[config.mk]
export PLATFORM = sky130hd
export DESIGN_NAME = ring_nic
export DESIGN_NICKNAME = d
export VERILOG_FILES = /design/src/rtl/ring_nic_pkg.sv /design/src/rtl/nic_channel_buf.sv /design/src/rtl/ring_nic.sv
export SDC_FILE = /design/constraint.sdc
export NUM_CORES = 1
export LEC_CHECK = 0
export CELL_PAD_IN_SITES_DETAIL_PLACEMENT = 1
export CELL_PAD_IN_SITES_GLOBAL_PLACEMENT = 2
export CORE_UTILIZATION = 23
export DETAILED_ROUTE_END_ITERATION = 8
export PLACE_DENSITY = 0.71
export SKIP_CTS_REPAIR_TIMING = 1
export SLEW_MARGIN = 20
export SYNTH_ARGS = -nofsm -noshare
export SYNTH_HDL_FRONTEND = slang
export SYNTH_SLANG_ARGS = --single-unit
[constraint.sdc]
create_clock -name clk -period 1.27 [get_ports clk]
set_input_delay 0.381 -clock clk [delete_from_list [all_inputs] [get_ports clk]]
set_output_delay 0.381 -clock clk [all_outputs]
set_load 0.02 [all_outputs]
[src/rtl/ring_nic_pkg.sv]
// Shared definitions for the ring NIC and the ring router.
package ring_nic_pkg;

    localparam int DATA_WIDTH = 64;

    localparam logic [1:0] ADDR_IN_BUF   = 2'b00;
    localparam logic [1:0] ADDR_IN_STAT  = 2'b01;
    localparam logic [1:0] ADDR_OUT_BUF  = 2'b10;
    localparam logic [1:0] ADDR_OUT_STAT = 2'b11;

endpackage

[src/rtl/nic_channel_buf.sv]
// Single-entry packet buffer with load/consume handshake; load wins if both fire.
module nic_channel_buf #(
    parameter int DATA_WIDTH = 64
) (
    input  logic                  clk,
    input  logic                  reset,
    input  logic                  load_i,
    input  logic [DATA_WIDTH-1:0] load_data_i,
    input  logic                  consume_i,
    output logic                  valid_o,
    output logic [DATA_WIDTH-1:0] data_o
);

    logic                  valid_q, valid_d;
    logic [DATA_WIDTH-1:0] data_q, data_d;

    always_comb begin
        valid_d = valid_q;
        data_d  = data_q;
        if (load_i) begin
            valid_d = 1'b1;
            data_d  = load_data_i;
        end else if (consume_i) begin
            valid_d = 1'b0;
        end
    end

    always_ff @(posedge clk) begin
        if (reset) begin
            valid_q <= 1'b0;
            data_q  <= '0;
        end else begin
            valid_q <= valid_d;
            data_q  <= data_d;
        end
    end

    assign valid_o = valid_q;
    assign data_o  = data_q;

endmodule

[src/rtl/ring_nic.sv]
// NIC between a PE and its ring router: register decode, in/out buffers, polarity-gated injection.
module ring_nic #(
    parameter int DATA_WIDTH = ring_nic_pkg::DATA_WIDTH,
    parameter int VC_BIT     = DATA_WIDTH - 1
) (
    input  logic                  clk,
    input  logic                  reset,
    input  logic [1:0]            addr,
    input  logic [DATA_WIDTH-1:0] d_in,
    output logic [DATA_WIDTH-1:0] d_out,
    input  logic                  nic_en,
    input  logic                  nic_wr_en,
    input  logic                  net_si,
    output logic                  net_ri,
    input  logic [DATA_WIDTH-1:0] net_di,
    output logic                  net_so,
    input  logic                  net_ro,
    output logic [DATA_WIDTH-1:0] net_do,
    input  logic                  net_polarity
);

    import ring_nic_pkg::*;

    logic                  rd, wr;
    logic                  in_full, out_full;
    logic [DATA_WIDTH-1:0] in_buf, out_buf;
    logic                  in_load, in_consume, out_load, out_consume;
    logic [DATA_WIDTH-1:0] d_out_q, d_out_d;

    assign rd = nic_en & ~nic_wr_en;
    assign wr = nic_en & nic_wr_en;

    assign net_ri     = ~in_full;
    assign in_load    = net_si & net_ri;
    assign in_consume = rd & (addr == ADDR_IN_BUF) & in_full;

    // Injection only on the virtual-channel phase matching the packet's tag.
    assign net_so      = out_full & (out_buf[VC_BIT] == net_polarity);
    assign out_consume = net_so & net_ro;
    assign out_load    = wr & (addr == ADDR_OUT_BUF) & ~out_full;
    assign net_do      = out_buf;

    nic_channel_buf #(.DATA_WIDTH(DATA_WIDTH)) u_in_buf (
        .clk         (clk),
        .reset       (reset),
        .load_i      (in_load),
        .load_data_i (net_di),
        .consume_i   (in_consume),
        .valid_o     (in_full),
        .data_o      (in_buf)
    );

    nic_channel_buf #(.DATA_WIDTH(DATA_WIDTH)) u_out_buf (
        .clk         (clk),
        .reset       (reset),
        .load_i      (out_load),
        .load_data_i (d_in),
        .consume_i   (out_consume),
        .valid_o     (out_full),
        .data_o      (out_buf)
    );

    always_comb begin
        d_out_d = '0;
        if (rd) begin
            unique case (addr)
                ADDR_IN_BUF:   d_out_d = in_buf;
                ADDR_IN_STAT:  d_out_d = {{(DATA_WIDTH-1){1'b0}}, in_full};
                ADDR_OUT_BUF:  d_out_d = '0;
                ADDR_OUT_STAT: d_out_d = {{(DATA_WIDTH-1){1'b0}}, out_full};
                default:       d_out_d = '0;
            endcase
        end
    end

    always_ff @(posedge clk) begin
        if (reset) d_out_q <= '0;
        else       d_out_q <= d_out_d;
    end

    assign d_out = d_out_q;

endmodule
==> reports/metrics.yaml <==
outcome: "finished with violations"
violations: "setup timing"
cts_buffers: 17
ant_nets: 0
die_h_um: 176
post_drt_wl_per_cell_um: 15.8
clk_latency_ns: 0.43
drc_errors: 0
critPathKind: "register to output pin"
drive_gt1_share_pct: 37.0
cp.required_ns: 0.89
final_cell_count_no_fill: 1427
avgSynthCellArea_um2: 9.85
top_layer: "met5"
cap_violations: 0
io_pins: 267
post-place-ws_ns: -0.833
hold_class: "primary input to register"
area_delta_synth_final_pct: 69.8
p_leak_nw: 4.77
synth_top_area_share_pct: 55.8
grt_max_degree: 64
routabilityCongestion: 0.669
clock_skew_ns: 0.0148
syn_area_um2: 6960
grt_pass1_vias: 5660
path_clk_slew_ns: 0.08
die_x_um: 176
dp.cells: 1358
synth.largest_area_cell: "dfxtp_1"
cts_max_path_buffers: 2
final_util_pct: 39.8
tns_ns: -3.35
r2r_slack_ns: -0.13
synth_ff_type: "dfxtp_1"
fmax_ghz: 0.626
power_w: 0.0135
first_pass_iters: 4
synth_nets: 844
wl_met1_um: 9800
fin_crit_ns: 1.60
setup_violations: 93
dieArea_um2: 31000
ys_warn_count: 0
relSlewSlack_pct: 78.1
totalWireLength_um: 22500
clkSinkCount: 194
synth_area_leaders: "dfxtp_1 56%, nand2b_1 12%, mux2i_1 9.3%"
rsz0062_at_grt: "yes"
cts-root-buf: "clkbuf_16"
grt_pass1_wl_um: 31500
synth_edf_count: 0
drt_iter0_markers: 226
hold_viol_final: 0
dp_hpwl_um: 14300
fin_ws_ns: -0.328
finalCritPeriodShare_pct: 126
ys_seq_area_share_pct: 55.8
htree_levels: 4
async_flop_share_pct: 0
crit_path_end_kind: "output pin"
worst_slew_pin_slew_ns: 0.329
start_kind: "register"
wl_met2_um: 10700
cp.arrival_ns: 1.22
wl_met3_um: 1800
start_util_pct: 23.4
num_rows: 63
fp.coreArea_um2: 29700
overflow: 0
cts_tree: "yes"
synth.distinct_cells: 26
synth-seq-cells: 194
antenna_found_initial: 3
synth_cells: 707
vdd_ir_drop_max_mv: 0.732
portBuffers: 266
synth_commonest_cells: "194 x dfxtp_1, 129 x nand2_1, 129 x nand2b_1, 65 x a21oi_1, 65 x mux2i_1"
fin_nets: 1160
vias: 5788
via_per_inst: 4.06
synth_most_common_cell: "dfxtp_1"
drv_slew: 0
power.density_nw_per_um2: 1140
track_usage_pct: 13.0
cp_max_fo: 3
-- metrics by stage --
stage / hold slack [ns] / area [um2]
CTS: 0.453 / 10900
global route: 0.318 / 11800
detailed placement: 0.441 / 10300
global placement: 0.434 / 10300
floorplan: 0.430 / 6970
finish: 0.325 / 11800
-- layout by cell type, fill, tap and decap left out, types with 3 or more instances in the layout --
cell	instances
buf_6	139
nand2_1	129
dfxtp_2	129
clkdlybuf4s50_1	129
nand2b_1	128
mux2i_1	64
a21oi_1	64
dfxtp_1	64
and2_1	62
buf_4	43
clkbuf_16	27
buf_12	15
dlymetal6s2s_1	7
inv_6	4
clkinv_8	4
inv_8	3
inv_12	3
-- layer usage --
| metal | track usage (%) | vias to the layer above |
|---|---|---|
| met5 | 0 | - |
| li1 | - | 2879 |
| met1 | 16.3 | 2711 |
| met3 | 4.84 | 18 |
| met2 | 20.8 | 178 |
| met4 | 3.91 | 2 |
-- final cells by class --
cell class / count / area (um2)
clock inverters: 15 / 190
clock buffers: 17 / 425
well taps: 390 / 488
inverters: 1 / 3.75
repair buffers: 345 / 3850
fillers: 3291 / 17900
multi-input cells: 464 / 2810
flip-flops and latches: 194 / 4050
diodes: 1 / 2.50
-- power by group --
group	switching [W]	total, W	internal, W	leakage, nW
clock	0.00290	0.00563	0.00273	0.295
combinational	0.000618	0.00151	0.000893	2.83
sequential	0.0000869	0.00635	0.00626	1.64
total	0.00361	0.0135	0.00988	4.77
-- state kept, by name (all words and copies together), names as in the netlist --
register and cells:
u_out_buf.data_o 64, u_in_buf.valid_o 1, u_out_buf.valid_o 1, u_in_buf.data_o 64, d_out 64
-- cell families after synthesis --
logic type	after synthesis	synth area share [%]
buffers and inverters	49	4.40
and+or+nand+nor	329	25.2
muxes	65	9.34
DFF	194	55.8
xor gates and xnor gates	1	0.126
AOI/OAI and AO/OA	69	5.10
-- critical path, cell delays in order, from the launching register on --
cell and delay (ns):
dfxtp_4 0.37, xnor2_2 0.15, and2_4 0.17, buf_6 0.11
-- final timing paths --
path                                          start                                end  cells after the start
setup / recovery  u_out_buf.data_o[63]$_SDFFE_PP0P_                             net_so                      3
hold reg to reg    u_in_buf.data_o[45]$_SDFFE_PP0P_   u_in_buf.data_o[45]$_SDFFE_PP0P_                      2
setup reg to reg     u_out_buf.valid_o$_SDFFE_PP0P_  u_out_buf.data_o[31]$_SDFFE_PP0P_                      6
hold / removal                               nic_en                d_out[0]$_SDFF_PP0_                      2
(Power assumes the default switching activity.)
